--- config.mk ---
export PLATFORM = sky130hd
export DESIGN_NAME = multi_zone_irrigation_ctrl_flat
export DESIGN_NICKNAME = d
export VERILOG_FILES = /design/src/rtl/multi_zone_irrigation_ctrl_if.sv /design/src/rtl/multi_zone_irrigation_ctrl.sv /design/src/flat_wrapper.sv
export SDC_FILE = /design/constraint.sdc
export NUM_CORES = 1
export LEC_CHECK = 0
export BUFFER_PORTS_ARGS = -buffer_cell sky130_fd_sc_hd__buf_2
export CAP_MARGIN = 20
export CORE_ASPECT_RATIO = 0.9
export CORE_UTILIZATION = 46
export CTS_CLUSTER_SIZE = 12
export DETAILED_ROUTE_END_ITERATION = 10
export PLACE_DENSITY = 0.67
export SYNTH_ARGS = -nofsm -noshare
export SYNTH_HDL_FRONTEND = slang
export SYNTH_SLANG_ARGS = --single-unit
export TNS_END_PERCENT = 30
--- constraint.sdc ---
create_clock -name clk_50mhz -period 6.6 [get_ports clk_50mhz]
set_clock_uncertainty 0.15 [all_clocks]
set_input_delay 0.99 -clock clk_50mhz [delete_from_list [all_inputs] [get_ports clk_50mhz]]
set_output_delay 0.99 -clock clk_50mhz [all_outputs]
set_load 0.1 [all_outputs]
--- src/rtl/multi_zone_irrigation_ctrl_if.sv ---
// Sensor/command inputs and valve/display outputs of the multi-zone irrigation
// sequencer, bundled so the front end and the controller share one bus.
interface multi_zone_irrigation_ctrl_if #(
   parameter int NUM_ZONES = 4,
   parameter int TIMER_W   = 8
);
   localparam int ZW = $clog2(NUM_ZONES);

   logic                 start_i;
   logic                 stop_i;
   logic [NUM_ZONES-1:0] soil_dry_i;
   logic [NUM_ZONES-1:0] air_dry_i;
   logic [NUM_ZONES-1:0] hot_i;
   logic                 pesticide_i;
   logic [NUM_ZONES-1:0] valve_o;
   logic [1:0]           mode_o;
   logic [ZW-1:0]        zone_o;
   logic [TIMER_W-1:0]   seconds_left_o;
   logic                 busy_o;
   logic                 alert_on_o;
   logic                 alert_np_o;

   // Front end / sensor side: drives commands and flags, observes the controller.
   modport master (
      output start_i, stop_i, soil_dry_i, air_dry_i, hot_i, pesticide_i,
      input  valve_o, mode_o, zone_o, seconds_left_o, busy_o, alert_on_o, alert_np_o
   );

   // Controller side.
   modport slave (
      input  start_i, stop_i, soil_dry_i, air_dry_i, hot_i, pesticide_i,
      output valve_o, mode_o, zone_o, seconds_left_o, busy_o, alert_on_o, alert_np_o
   );
endinterface

--- src/rtl/multi_zone_irrigation_ctrl.sv ---
// N-zone irrigation sequencer. A round-robin scan picks the next dry zone,
// waters it (sprinkler when hot or dry air, drip otherwise), then runs a
// line-clean phase before resuming the scan after the served zone.
// All outputs are registered from the next-state values, so they line up
// with the state register.
module multi_zone_irrigation_ctrl #(
   parameter int NUM_ZONES      = 4,
   parameter int TIMER_W        = 8,
   parameter int TICK_DIV       = 50000000,
   parameter int SPRINKLER_TIME = 30,
   parameter int DRIP_TIME      = 60,
   parameter int CLEAN_TIME     = 10
) (
   input logic                          clk_50mhz,
   input logic                          reset_n,
   multi_zone_irrigation_ctrl_if.slave  bus
);
   localparam int ZW = $clog2(NUM_ZONES);
   localparam int PW = $clog2(TICK_DIV);
   localparam int CW = $clog2(NUM_ZONES + 1);

   localparam logic [1:0] MODE_NONE  = 2'b00;
   localparam logic [1:0] MODE_DRIP  = 2'b01;
   localparam logic [1:0] MODE_SPRK  = 2'b10;
   localparam logic [1:0] MODE_CLEAN = 2'b11;

   typedef enum logic [1:0] {
      ST_IDLE     = 2'd0,
      ST_SCAN     = 2'd1,
      ST_IRRIGATE = 2'd2,
      ST_CLEAN    = 2'd3
   } state_t;

   state_t                state_q, state_d;
   logic [ZW-1:0]         ptr_q, ptr_d;
   logic [CW-1:0]         pass_q, pass_d;
   logic [ZW-1:0]         zone_q, zone_d;
   logic                  sprk_q, sprk_d;
   logic [TIMER_W-1:0]    timer_q, timer_d;
   logic [PW-1:0]         presc_q, presc_d;
   logic                  alert_np_q, alert_np_d;
   logic [NUM_ZONES-1:0]  valve_q, valve_d;
   logic [1:0]            mode_q, mode_d;
   logic [TIMER_W-1:0]    seconds_q, seconds_d;
   logic                  busy_q, busy_d;
   logic                  alert_on_q, alert_on_d;

   logic                  tick;
   logic [ZW-1:0]         ptr_inc;
   logic [ZW-1:0]         zone_inc;
   logic [CW-1:0]         pass_inc;
   logic [NUM_ZONES-1:0]  valve_dec;

   assign tick     = (presc_q == PW'(TICK_DIV - 1));
   assign ptr_inc  = (ptr_q  == ZW'(NUM_ZONES - 1)) ? '0 : ptr_q  + ZW'(1);
   assign zone_inc = (zone_q == ZW'(NUM_ZONES - 1)) ? '0 : zone_q + ZW'(1);
   assign pass_inc = pass_q + CW'(1);

   // One-hot decode of the zone that will be open next cycle.
   for (genvar gi = 0; gi < NUM_ZONES; gi++) begin : g_valve
      assign valve_dec[gi] = (zone_d == ZW'(gi));
   end

   // Next-state logic: stop has absolute priority, then the per-state sequencing.
   always_comb begin
      state_d    = state_q;
      ptr_d      = ptr_q;
      pass_d     = pass_q;
      zone_d     = zone_q;
      sprk_d     = sprk_q;
      timer_d    = timer_q;
      presc_d    = presc_q;
      alert_np_d = alert_np_q;

      if (bus.stop_i) begin
         state_d    = ST_IDLE;
         timer_d    = '0;
         presc_d    = '0;
         alert_np_d = 1'b0;
      end else begin
         case (state_q)
            ST_IDLE: begin
               presc_d = '0;
               if (bus.start_i) begin
                  state_d = ST_SCAN;
                  pass_d  = '0;
               end
            end
            ST_SCAN: begin
               presc_d = '0;
               if (bus.soil_dry_i[ptr_q] && bus.pesticide_i) begin
                  state_d    = ST_IRRIGATE;
                  alert_np_d = 1'b0;
                  zone_d     = ptr_q;
                  sprk_d     = bus.hot_i[ptr_q] | bus.air_dry_i[ptr_q];
                  timer_d    = (bus.hot_i[ptr_q] | bus.air_dry_i[ptr_q])
                               ? TIMER_W'(SPRINKLER_TIME) : TIMER_W'(DRIP_TIME);
               end else begin
                  // Zone skipped: either wet, or dry but refused for lack of pesticide.
                  if (bus.soil_dry_i[ptr_q]) begin
                     alert_np_d = 1'b1;
                  end
                  ptr_d  = ptr_inc;
                  pass_d = pass_inc;
                  if (pass_inc == CW'(NUM_ZONES)) begin
                     state_d = ST_IDLE;
                  end
               end
            end
            ST_IRRIGATE: begin
               presc_d = tick ? '0 : presc_q + PW'(1);
               if (tick) begin
                  if ((timer_q == TIMER_W'(1)) || !bus.soil_dry_i[zone_q]) begin
                     state_d = ST_CLEAN;
                     timer_d = TIMER_W'(CLEAN_TIME);
                     presc_d = '0;
                  end else begin
                     timer_d = timer_q - TIMER_W'(1);
                  end
               end
            end
            ST_CLEAN: begin
               presc_d = tick ? '0 : presc_q + PW'(1);
               if (tick) begin
                  if (timer_q == TIMER_W'(1)) begin
                     // Resume after the served zone so every other dry zone gets a turn first.
                     state_d = ST_SCAN;
                     ptr_d   = zone_inc;
                     pass_d  = '0;
                     presc_d = '0;
                  end else begin
                     timer_d = timer_q - TIMER_W'(1);
                  end
               end
            end
            default: begin
               state_d = ST_IDLE;
            end
         endcase
      end
   end

   // Output decode from the next-state values so outputs register together with the state.
   always_comb begin
      valve_d   = '0;
      mode_d    = MODE_NONE;
      seconds_d = '0;
      if (state_d == ST_IRRIGATE) begin
         valve_d   = valve_dec;
         mode_d    = sprk_d ? MODE_SPRK : MODE_DRIP;
         seconds_d = timer_d;
      end else if (state_d == ST_CLEAN) begin
         mode_d    = MODE_CLEAN;
         seconds_d = timer_d;
      end
      busy_d     = (state_d != ST_IDLE);
      alert_on_d = |valve_d;
   end

   // State and registered outputs; reset clears everything immediately.
   always_ff @(posedge clk_50mhz or negedge reset_n) begin
      if (!reset_n) begin
         state_q    <= ST_IDLE;
         ptr_q      <= '0;
         pass_q     <= '0;
         zone_q     <= '0;
         sprk_q     <= 1'b0;
         timer_q    <= '0;
         presc_q    <= '0;
         alert_np_q <= 1'b0;
         valve_q    <= '0;
         mode_q     <= MODE_NONE;
         seconds_q  <= '0;
         busy_q     <= 1'b0;
         alert_on_q <= 1'b0;
      end else begin
         state_q    <= state_d;
         ptr_q      <= ptr_d;
         pass_q     <= pass_d;
         zone_q     <= zone_d;
         sprk_q     <= sprk_d;
         timer_q    <= timer_d;
         presc_q    <= presc_d;
         alert_np_q <= alert_np_d;
         valve_q    <= valve_d;
         mode_q     <= mode_d;
         seconds_q  <= seconds_d;
         busy_q     <= busy_d;
         alert_on_q <= alert_on_d;
      end
   end

   assign bus.valve_o        = valve_q;
   assign bus.mode_o         = mode_q;
   assign bus.zone_o         = zone_q;
   assign bus.seconds_left_o = seconds_q;
   assign bus.busy_o         = busy_q;
   assign bus.alert_on_o     = alert_on_q;
   assign bus.alert_np_o     = alert_np_q;
endmodule

--- src/flat_wrapper.sv ---
// flat-port wrapper written by rule: the top's interface ports become plain ports
module multi_zone_irrigation_ctrl_flat 
#(
   parameter int NUM_ZONES      = 4,
   parameter int TIMER_W        = 8,
   parameter int TICK_DIV       = 50000000,
   parameter int SPRINKLER_TIME = 30,
   parameter int DRIP_TIME      = 60,
   parameter int CLEAN_TIME     = 10
)
  (clk_50mhz, reset_n, bus_start_i, bus_stop_i, bus_soil_dry_i, bus_air_dry_i, bus_hot_i, bus_pesticide_i, bus_valve_o, bus_mode_o, bus_zone_o, bus_seconds_left_o, bus_busy_o, bus_alert_on_o, bus_alert_np_o);
  multi_zone_irrigation_ctrl_if #(.NUM_ZONES(NUM_ZONES), .TIMER_W(TIMER_W)) bus_i ();
  input logic clk_50mhz;
  input logic reset_n;
  input wire logic [$bits(bus_i.start_i)-1:0] bus_start_i;
  input wire logic [$bits(bus_i.stop_i)-1:0] bus_stop_i;
  input wire logic [$bits(bus_i.soil_dry_i)-1:0] bus_soil_dry_i;
  input wire logic [$bits(bus_i.air_dry_i)-1:0] bus_air_dry_i;
  input wire logic [$bits(bus_i.hot_i)-1:0] bus_hot_i;
  input wire logic [$bits(bus_i.pesticide_i)-1:0] bus_pesticide_i;
  output wire logic [$bits(bus_i.valve_o)-1:0] bus_valve_o;
  output wire logic [$bits(bus_i.mode_o)-1:0] bus_mode_o;
  output wire logic [$bits(bus_i.zone_o)-1:0] bus_zone_o;
  output wire logic [$bits(bus_i.seconds_left_o)-1:0] bus_seconds_left_o;
  output wire logic [$bits(bus_i.busy_o)-1:0] bus_busy_o;
  output wire logic [$bits(bus_i.alert_on_o)-1:0] bus_alert_on_o;
  output wire logic [$bits(bus_i.alert_np_o)-1:0] bus_alert_np_o;
  assign bus_i.start_i = bus_start_i;
  assign bus_i.stop_i = bus_stop_i;
  assign bus_i.soil_dry_i = bus_soil_dry_i;
  assign bus_i.air_dry_i = bus_air_dry_i;
  assign bus_i.hot_i = bus_hot_i;
  assign bus_i.pesticide_i = bus_pesticide_i;
  assign bus_valve_o = bus_i.valve_o;
  assign bus_mode_o = bus_i.mode_o;
  assign bus_zone_o = bus_i.zone_o;
  assign bus_seconds_left_o = bus_i.seconds_left_o;
  assign bus_busy_o = bus_i.busy_o;
  assign bus_alert_on_o = bus_i.alert_on_o;
  assign bus_alert_np_o = bus_i.alert_np_o;
  multi_zone_irrigation_ctrl #(.NUM_ZONES(NUM_ZONES), .TIMER_W(TIMER_W), .TICK_DIV(TICK_DIV), .SPRINKLER_TIME(SPRINKLER_TIME), .DRIP_TIME(DRIP_TIME), .CLEAN_TIME(CLEAN_TIME)) u_core (.clk_50mhz(clk_50mhz), .reset_n(reset_n), .bus(bus_i));
endmodule
* Word level (Yosys, flattened, before mapping)
Cells that the tools add are included.
W data, S select, Z words.
** Word-level totals
- Register bits after elaboration :: 61
- Input bits :: 17
- Output and inout port bits :: 19
- Word-level logic and storage cells :: 113
** Operators by class
- Add/sub/neg operators :: 5
- Order comparisons :: 2
- Equal/unequal tests :: 17
- Multiplexer cells :: 59
- Bitwise operators :: 2
- Reductions and logical operators :: 15
** Operators by type and width (number)
- $mux W26 :: 6
- $pmux W26 S3 :: 1
- $mux W8 :: 8
- $mux W2 :: 19
- $add A26 B1 Y26 const B :: 1
- $eq A26 B26 Y1 const B :: 1
- $pmux W8 S3 :: 1
- $eq A2 B2 Y1 const B :: 8
- $mux W3 :: 4
- $mux W1 :: 11
- $pmux W3 S3 :: 1
- $bmux W1 S2 :: 4
- $eq A8 B1 Y1 const B :: 1
- $pmux W2 S4 :: 1
- $sub A8 B1 Y8 const B :: 1
- $lt A2 B3 Y1 const B :: 2
- $mux W6 :: 1
- $reduce_and A6 Y1 :: 1
- $reduce_bool A2 Y1 :: 3
- $reduce_bool A3 Y1 :: 2
- $reduce_and A5 Y1 :: 1
- $add A2 B1 Y2 const B :: 2
- $eq A2 B1 Y1 const B :: 2
- $logic_not A2 Y1 :: 2
- other kinds (14) :: 16

* Depth between registers and ports, before layout
Gate-level depths: netlist of the first run.
- Depth in word-level cells :: 11
- Gate-level depth with buffers :: 8

* Worst setup path before layout of the first run
Ideal clock, no wire load.
- Path kind :: register -> register
- Start point :: register u_core.zone_q[0] (netlist: u_core.bus.zone_o[0])
- End point :: register u_core.timer_q[4]
- Setup time :: 136 ps
- Data arrival time :: 2467 ps
- Required time :: 6314 ps
- Slack :: 3848 ps
- Stages on the path, launching flop included :: 6
- Path buffers :: 0
- Cell sequence :: dfrtp_1 mux4_2 o221ai_2 o211ai_1 a211oi_1 a211oi_1
** Between the ends
- Word-level cells in the longest chain between the ends :: 8
** Ends and longest elaborated chain
- start, declared :: line multi_zone_irrigation_ctrl.sv:37 : logic [ZW-1:0] zone_q, zone_d;
- start signal, assigned :: line multi_zone_irrigation_ctrl.sv:180 : zone_q <= zone_d;
- $bmux W1 S2 :: line multi_zone_irrigation_ctrl.sv:113 : if ((timer_q == TIMER_W'(1)) || !bus.soil_dry_i[zone_q]) begin
- $mux W1 (not written as such) :: line multi_zone_irrigation_ctrl.sv:113
- $logic_not A1 Y1 :: line multi_zone_irrigation_ctrl.sv:113
- $logic_or A1 B1 Y1 :: line multi_zone_irrigation_ctrl.sv:113
- $mux W8 :: line multi_zone_irrigation_ctrl.sv:113
- $mux W8 :: line multi_zone_irrigation_ctrl.sv:112 : if (tick) begin
- $pmux W8 S3 :: line multi_zone_irrigation_ctrl.sv:81 : case (state_q)
- $mux W8 :: line multi_zone_irrigation_ctrl.sv:75 : if (bus.stop_i) begin
- named net u_core.timer_d[4] :: line multi_zone_irrigation_ctrl.sv:39 : logic [TIMER_W-1:0] timer_q, timer_d;
- end signal, assigned :: line multi_zone_irrigation_ctrl.sv:182 : timer_q <= timer_d;
- end, declared :: line multi_zone_irrigation_ctrl.sv:39
The timed path passes the listed nets, and every way through them passes these cells. The select of a mux whose other input is x is not followed.
A chain may end at the register's enable or synchronous reset.

* Final worst setup path of the first run
- Start point :: register u_core.presc_q[0]
- End point :: register u_core.presc_q[13]
** Between the ends
- Word-level cells in the longest chain between the ends :: 6
** Ends and longest elaborated chain
- start, declared :: line multi_zone_irrigation_ctrl.sv:40 : logic [PW-1:0] presc_q, presc_d;
- start signal, assigned :: line multi_zone_irrigation_ctrl.sv:183 : presc_q <= presc_d;
- $add A26 B1 Y26 / $eq A26 B26 Y1 (equally long branches) :: line multi_zone_irrigation_ctrl.sv:111, multi_zone_irrigation_ctrl.sv:123, multi_zone_irrigation_ctrl.sv:54
- $mux W26 :: line multi_zone_irrigation_ctrl.sv:111, multi_zone_irrigation_ctrl.sv:123
- $mux W26 (on tied branches) :: line multi_zone_irrigation_ctrl.sv:125, multi_zone_irrigation_ctrl.sv:113
- $mux W26 (on tied branches) :: line multi_zone_irrigation_ctrl.sv:124, multi_zone_irrigation_ctrl.sv:112
- $pmux W26 S3 * :: line multi_zone_irrigation_ctrl.sv:81
- $mux W26 * :: line multi_zone_irrigation_ctrl.sv:75
- named net u_core.presc_d[13] :: line multi_zone_irrigation_ctrl.sv:40
Mark *: on every way through the listed nets, which the timed path passes. The rest lies on a longest branch.

==> results of run 1 <==
## cells in the mapped netlist, types with 2 or more instances
master / count / area share, %
sky130_fd_sc_hd__nor2_1: 43 / 5.0
sky130_fd_sc_hd__nand4_1: 6 / 1.2
sky130_fd_sc_hd__clkbuf_1: 7 / 0.81
sky130_fd_sc_hd__mux2i_1: 3 / 0.93
sky130_fd_sc_hd__or4_4: 2 / 0.70
sky130_fd_sc_hd__buf_6: 2 / 0.70
sky130_fd_sc_hd__a21oi_1: 15 / 2.3
sky130_fd_sc_hd__mux4_2: 3 / 2.1
sky130_fd_sc_hd__nand2b_1: 4 / 0.77
sky130_fd_sc_hd__nand3_1: 19 / 2.9
sky130_fd_sc_hd__nor4_1: 15 / 2.9
sky130_fd_sc_hd__a31oi_1: 5 / 0.97
sky130_fd_sc_hd__o21ai_0: 5 / 0.77
sky130_fd_sc_hd__inv_2: 2 / 0.23
sky130_fd_sc_hd__clkbuf_8: 2 / 0.85
sky130_fd_sc_hd__nor2b_1: 2 / 0.39
sky130_fd_sc_hd__nor3_1: 13 / 2.0
sky130_fd_sc_hd__inv_1: 15 / 1.7
sky130_fd_sc_hd__o21a_1: 5 / 1.2
sky130_fd_sc_hd__dfrtp_1: 61 / 47
sky130_fd_sc_hd__xnor2_1: 20 / 5.4
sky130_fd_sc_hd__xor2_1: 4 / 1.1
sky130_fd_sc_hd__ha_1: 7 / 2.7
sky130_fd_sc_hd__nor3b_1: 2 / 0.46
sky130_fd_sc_hd__a211oi_1: 5 / 1.2
sky130_fd_sc_hd__nand2_1: 21 / 2.4
sky130_fd_sc_hd__and3_1: 3 / 0.58
sky130_fd_sc_hd__mux2_2: 3 / 1.0
sky130_fd_sc_hd__nor4bb_1: 2 / 0.62
sky130_fd_sc_hd__o31ai_1: 2 / 0.46
sky130_fd_sc_hd__o211ai_1: 4 / 0.93
sky130_fd_sc_hd__and4_1: 4 / 1.1
sky130_fd_sc_hd__and2_1: 2 / 0.39
## kinds of logic (layout without fill, tap and decap cells)
family	count (synthesis)	in the layout	share of synthesized area, %
fa+ha+maj	7	7	2.70
simple gates	148	148	24.3
xor+xnor	24	24	6.49
compound gates	50	50	10.5
mux	9	9	4.06
buf+inv	30	69	4.83
flops	61	61	47.1
## worst max-delay path by stage
| stage | to | slack, ns | depth (start not counted) |
|---|---|---|---|
| global placement | u_core.timer_q[4]$_DFF_PN0_ | 3.71 | 6 |
| finish | u_core.presc_q[13]$_DFF_PN0_ | 3.80 | 6 |
| global route | u_core.presc_q[14]$_DFF_PN0_ | 3.62 | 6 |
| CTS | u_core.presc_q[13]$_DFF_PN0_ | 3.81 | 6 |
| detailed placement | u_core.timer_q[4]$_DFF_PN0_ | 3.66 | 6 |
| floorplan | u_core.timer_q[4]$_DFF_PN0_ | 3.85 | 5 |
## stage by stage
| stage | utilization, % | instances | hold WS [ns] |
|---|---|---|---|
| 3_3_place_gp | 51.6 | 443 | 0.357 |
| 5_1_grt | 54.0 | 458 | 0.413 |
| 2_1_floorplan | - | 329 | 0.326 |
| 6_report | 54.0 | 458 | 0.374 |
| 3_5_place_dp | 51.6 | 443 | 0.365 |
| 4_1_cts | 54.0 | 458 | 0.380 |
## power groups by stage
stage | clock network [uW] | logic, uW | registers, uW
3_3_place_gp | 0 | 307 | 458
4_1_cts | 290 | 313 | 455
2_1_floorplan | 0 | 155 | 544
3_5_place_dp | 0 | 312 | 461
6_report | 279 | 313 | 453
5_1_grt | 305 | 338 | 460
## worst max-delay path, stage by stage (launching register included)
cell,delay [ns]
sky130_fd_sc_hd__dfrtp_1,0.43
sky130_fd_sc_hd__ha_1,0.33
sky130_fd_sc_hd__nand2_4,0.07
sky130_fd_sc_hd__nor3_1,0.61
sky130_fd_sc_hd__nand2_1,0.21
sky130_fd_sc_hd__nand3_1,0.71
sky130_fd_sc_hd__nor2_1,0.13
## final cells by class
type                       instances  area [um2]
tap                               90         113
fill                             620        3080
inverter                          17        63.8
clock buffer                      11         141
sequential                        61        1530
timing repair buffer              37         190
multi-input combinational        238        1560
clock inverter                     4        25.0
## layer usage
| metal | vias up | global-route usage, % | part of all wire, % |
|---|---|---|---|
| met5 | - | 0 | 0 |
| met4 | 0 | 7.74 | 0.82 |
| met3 | 4 | 4.26 | 5.2 |
| met2 | 64 | 31.0 | 45 |
| met1 | 1220 | 29.5 | 49 |
| li1 | 1239 | - | - |
## state kept, by name, indices dropped and copies added, names as in the netlist
signal	count
u_core.bus.alert_np_o	1
u_core.bus.alert_on_o	1
u_core.bus.busy_o	1
u_core.bus.mode_o	2
u_core.bus.seconds_left_o	8
u_core.bus.valve_o	4
u_core.bus.zone_o	2
u_core.pass_q	3
u_core.presc_q	26
u_core.ptr_q	2
u_core.sprk_q	1
u_core.state_q	2
u_core.timer_q	8
==> results.md, run 1 <==
- Run status: finished clean
- Syn. warnings: 0
- Floorplan Core Area: 6690 um2
- H-tree levels: 3
- Number of distinct standard cells referenced by the synthesized netlist: between 50 and 60
- Mean area per synthesized cell: between 9 and 10 um2
- Cts bufs inserted: 9
- End of the worst hold path: u_core.pass_q[2]$_DFFE_PN0P_
- Num ports: 36
- Ratio of final minimum period to clock period: 42.4%
- Max-capacitance violation count: 0
- Clock Power Share: 26.7%
- Clock tree root buffer cell: sky130_fd_sc_hd__clkbuf_8
- Half-perimeter wire length after placement: between 5000 and 6000 um
- Number of gates given a new drive strength after cts: 0
- First-pass GRT wire length: roughly 12000 um
- Final setup margin: between 3 and 4 ns
- Capture instance of the worst register-to-register path: u_core.presc_q[13]$_DFF_PN0_
- Maximum buffer depth of the clock tree: 2
- Largest voltage drop on the vdd net: 306 uV
- Number of diodes: 0
- Die Ht: a little over 80 um
- Post-route standard cell area excluding fillers: 3620 um2
- Mapped Area: roughly 3200 um2
- Area grow syn2layout: 11.6%
- Residual antenna-violating net count after detailed routing: 0
- Number of cells on the worst hold path: 1
- Antenna violations before repair: 0
- Number of detailed-routing iterations run before antenna repair: 4
- Number of buffers inserted to repair setup after CTS: 0
- Number of nets in the final layout: about 390
- Path depth of the worst reg2reg path: 6
- Share of the yosys chip area belonging to registers: roughly 47%
- FF+latch count, synth: 61
- Pleak: roughly 0.0015 uW
- Biggest fanout along the worst timing path: 24
- Total routed wirelength: 7110 um
- Total number of vias: about 2500
- Largest net degree at the start of global routing: 62
- Standard-cell rows: 28
- Power density relative to cell area: between 200 and 300 nW/um2
- Vias in the first global route: 2323
- Number of max-slew violations in the final report: 0
- Number of enable-type register cells in the synthesized netlist: 0
- Clock insertion delay at the later pin of the skew report: between 0.3 and 0.4 ns
- Average wire length per cell after detail routing: between 15 and 20 um
- Cell-internal power: about 640 uW
- Worst hold path type: register to register
- Hold Violations, Final: 0
- Reg-to-Reg Start: u_core.presc_q[0]$_DFF_PN0_
- Die X: between 90 and 100 um
- Total power consumption of the routed design: between 1000 and 1500 uW
- Total Negative Setup Slacks: 0 ns
- Relative max-transition margin: between 30% and 40%
- DRC marker count from the first detailed-route iteration: 209
- Total of endpoints with negative setup slack in the final report: 0
- Worst hold start: u_core.pass_q[2]$_DFFE_PN0P_
- Most common cell after layout, fill and taps aside: sky130_fd_sc_hd__dfrtp_1
- Placer congestion estimate: between 0.8 and 0.9
- Number of port buffers: 35
- Total global-route track usage: 20.6%
- Post-Place Worst Slack: ~3.7 ns
- Combinational Power Share: 29.9%
- CP endpoint kind: register
- Post-synthesis net count: about 350
- TritonCTS clock tree: done
- Required time of the critical path: roughly 6.6 ns
- CP startpoint: u_core.presc_q[0]$_DFF_PN0_
- Relative contribution of sequential cells to total power: between 40% and 50%
- CTS Hold Buffers Added: 0
- Switching Share: a little under two fifths
- Transition time of the tightest slew-check pin: between 0.9 and 1 ns
- Maximum frequency from static timing analysis: about 360 MHz
- Flop-to-flop setup slack: 3.80 ns
- Type of origin of the critical path: register
- Share of synthesized registers carrying an async set or reset: between 90% and 100%
- Initial Util: 48.4%
- Share of final-layout standard cells stronger than drive strength 1: between 10% and 20%
- Residual overflow from global routing: 0
- Instance count of the mapped netlist: about 330
- Power spent charging and discharging nets: 401 uW
- Critical Path AT: about 2.8 ns
- CTS clock-pin slew for the worst setup and hold paths: around 0.06 ns
- Mean number of vias per cell: approximately 5.5
- Final routed DRC violation total: 0
- Highest-count cells in the layout ignoring fill and taps: sky130_fd_sc_hd__dfrtp_1, sky130_fd_sc_hd__nor2_1, sky130_fd_sc_hd__buf_2, sky130_fd_sc_hd__nand2_1, sky130_fd_sc_hd__xnor2_1
- Area after detailed placement: 3450 um2
- Unrepaired setup endpoints after global routing: no
- TritonCTS sink count: roughly 60
- Start-to-end type of the worst setup path: register to register
- Commonest register cell after synthesis: sky130_fd_sc_hd__dfrtp_1
- Area of the die: between 7000 and 8000 um2
- Minimum clock period after layout: around 2.8 ns
(Power assumes the default switching activity.)
==> run 2, diff against run 1 <==
==> constraint.sdc (replaced) <==
create_clock -name clk_50mhz -period 2.9 [get_ports clk_50mhz]
set_clock_uncertainty 0.15 [all_clocks]
set_input_delay 0.435 -clock clk_50mhz [delete_from_list [all_inputs] [get_ports clk_50mhz]]
set_output_delay 0.435 -clock clk_50mhz [all_outputs]
set_load 0.1 [all_outputs]
==> results.md, run 2 (synthesis gave the netlist of run 1 again) <==
- Clock insertion delay at the later pin of the skew report: 0.34 ns (about the same)
- Pleak: 0.00158 uW (+2.9%)
- Start-to-end type of the worst setup path: register to register
- Post-Place Worst Slack: 0.371 ns (-3.29 ns)
- First-pass GRT wire length: 11700 um (+0.71%)
- Die X: 90.5 um (unchanged)
- Residual overflow from global routing: 0 (unchanged)
- Area grow syn2layout: 13.9%
- Minimum clock period after layout: 2.57 ns (-0.225 ns)
- Initial Util: 48.4% (unchanged)
- Total instance count after detailed placement: 447 (+0.90%)
- Worst Path Buf+Inv: 0 (unchanged)
- Critical path's slowest cell: sky130_fd_sc_hd__or4_4
- Total of endpoints with negative setup slack in the final report: 0 (unchanged)
- Number of port buffers: 35 (unchanged)
- Residual antenna-violating net count after detailed routing: 0 (unchanged)
- Number of buffers inserted to repair setup after CTS: 0 (unchanged)
- DRC marker count from the first detailed-route iteration: 173 (-17%)
- Antenna violations before repair: 0 (unchanged)
- CTS clock-pin slew for the worst setup and hold paths: 0.07 ns (about the same)
- Run status: complete, but fails checks
- Non-Filler Instances: 462 (+0.87%)
- Highest-count cells in the layout ignoring fill and taps: sky130_fd_sc_hd__dfrtp_1, sky130_fd_sc_hd__nor2_1, sky130_fd_sc_hd__buf_2, sky130_fd_sc_hd__nand2_1, sky130_fd_sc_hd__xnor2_1
- Largest voltage drop on the vdd net: 666 uV (+120%)
- Largest reg by FF count: u_core.presc_q
- Number of gates given a new drive strength after cts: 0 (unchanged)
- Most common cell after layout, fill and taps aside: sky130_fd_sc_hd__dfrtp_1
- Ratio of final minimum period to clock period: 88.7% (+46 points)
- Number of max-slew violations in the final report: 0 (unchanged)
- Largest net degree at the start of global routing: 34 (-45%)
- Area of the die: 7380 um2 (unchanged)
- Number of flip-flops in the largest register: 26 (unchanged)
- Filler instances: 604 (-2.6%)
- Maximum frequency from static timing analysis: 389 MHz (+8.7%)
- Maximum buffer depth of the clock tree: 2 (unchanged)
- Hold Violations, Final: 28 (+28)
- Type of origin of the critical path: register
- H-tree levels: 3 (unchanged)
- Relative max-transition margin: 55.2% (+18 points)
- Total routed wirelength: 6900 um (-3.0%)
- Number of nets in the final layout: 392 (+1.0%)
- CTS Hold Buffers Added: 0 (unchanged)
- Max-capacitance violation count: 0 (unchanged)
- TritonCTS clock tree: done
- Biggest fanout along the worst timing path: 5 (-79%)
- Total Negative Setup Slacks: 0 ns (unchanged)
- Half-perimeter wire length after placement: 4960 um (-2.4%)
- CP endpoint kind: register
- Required time of the critical path: 3.01 ns (-3.62 ns)
- Standard-cell rows: 28 (unchanged)
- Power density relative to cell area: 678 nW/um2 (+130%)
- CP delay by family, top: simple AND/OR/NAND/NOR gates
- Average wire length per cell after detail routing: 14.9 um (-3.8%)
- Share of final-layout standard cells stronger than drive strength 1: 20.4% (+1.1 points)
- Cts bufs inserted: 9 (unchanged)
- Post-layout util: 55.2% (+1.1 points)
- Total global-route track usage: 20.8% (+0.17 points)
- Area of combinational cells with multiple inputs: 1560 um2 (unchanged)
- Worst stage delay on the critical path: 0.51 ns (-0.20 ns)
- Floorplan Core Area: 6690 um2 (unchanged)
- Vias in the first global route: 2424 (+4.3%)
- Final routed DRC violation total: 0 (unchanged)
- Final setup margin: 0.326 ns (-3.48 ns)
- Clock tree root buffer cell: sky130_fd_sc_hd__clkbuf_8
- Placer congestion estimate: 0.931 (+7.9%)
- TritonCTS sink count: 61 (unchanged)
- Number of diodes: 0 (unchanged)
- Final Hold Slack: -0.0194 ns (-0.393 ns)
- Die Ht: 81.6 um (unchanged)
- Violated checks: negative hold slack
- Critical path, cell by cell: ha_1, nand2_4, or3_4, or4_1, or4_4, a211oi_2
- Mean number of vias per cell: 5.45 (-1.1%)
- Transition time of the tightest slew-check pin: 0.671 ns (-0.270 ns)
- Critical Path AT: 2.68 ns (-0.14 ns)
- Worst hold path type: input pin to asynchronous set/reset pin
- Unrepaired setup endpoints after global routing: no
- Num ports: 36 (unchanged)
- Total number of vias: 2520 (-0.28%)
- Sequential cell area: 1530 um2 (unchanged)
- Number of detailed-routing iterations run before antenna repair: 5 (+1)
-- run 2: cell count changes in the layout (fill, tap and decap cells not counted) --
cell	change
sky130_fd_sc_hd__clkbuf_1	-1
sky130_fd_sc_hd__clkbuf_8	+1
sky130_fd_sc_hd__bufinv_16	+1
sky130_fd_sc_hd__buf_4	+3
sky130_fd_sc_hd__clkinvlp_4	-1
sky130_fd_sc_hd__buf_12	+1
-- run 2: final cells by class --
cell class / instances / share of cell area (%)
multi-input cells: 238 / 42.2
clock buffers: 11 / 4.10
inverters: 17 / 1.73
flip-flops and latches: 61 / 41.4
repair buffers: 41 / 6.31
well taps: 90 / 3.05
clock inverters: 4 / 1.29
-- run 2: where the power goes --
group / switching (uW) / leakage, uW / internal [uW]
Clock: 322 / 0.000101 / 435
Sequential: 92.7 / 0.000834 / 930
Combinational: 503 / 0.000649 / 220
Total: 918 / 0.00158 / 1590
-- run 2: metal layers --
| metal | vias up | share of wire [%] | track usage [%] |
|---|---|---|---|
| li1 | 1247 | - | - |
| met1 | 1180 | 50 | 29.1 |
| met2 | 85 | 43 | 31.1 |
| met3 | 8 | 5.5 | 5.56 |
| met4 | 0 | 1.6 | 7.74 |
| met5 | - | 0 | 0 |
-- run 2: final timing paths --
path,startpoint,end,slack (ns),cells after the start
min in group clk_50mhz,bus_stop_i,u_core.timer_q[0]$_DFF_PN0_,0.31,2
min,reset_n,u_core.bus.seconds_left_o[4]$_DFF_PN0_,-0.02,1
max,u_core.presc_q[0]$_DFF_PN0_,u_core.bus.seconds_left_o[0]$_DFF_PN0_,0.33,6
min reg2reg,u_core.sprk_q$_DFF_PN0_,u_core.sprk_q$_DFF_PN0_,0.38,1
max in group asynchronous,reset_n,u_core.presc_q[19]$_DFF_PN0_,2.02,2
max reg2reg,u_core.presc_q[0]$_DFF_PN0_,u_core.bus.seconds_left_o[0]$_DFF_PN0_,0.33,6
-- run 2: metrics by stage --
stage / cell area (um2) / total power, uW / hold WS (ns)
floorplan: 3240 / 1590 / -0.0106
global placement: 3490 / 1750 / 0.340
detailed placement: 3490 / 1760 / 0.355
CTS: 3690 / 2530 / 0.00128
global route: 3690 / 2640 / 0.0356
finish: 3690 / 2500 / -0.0194
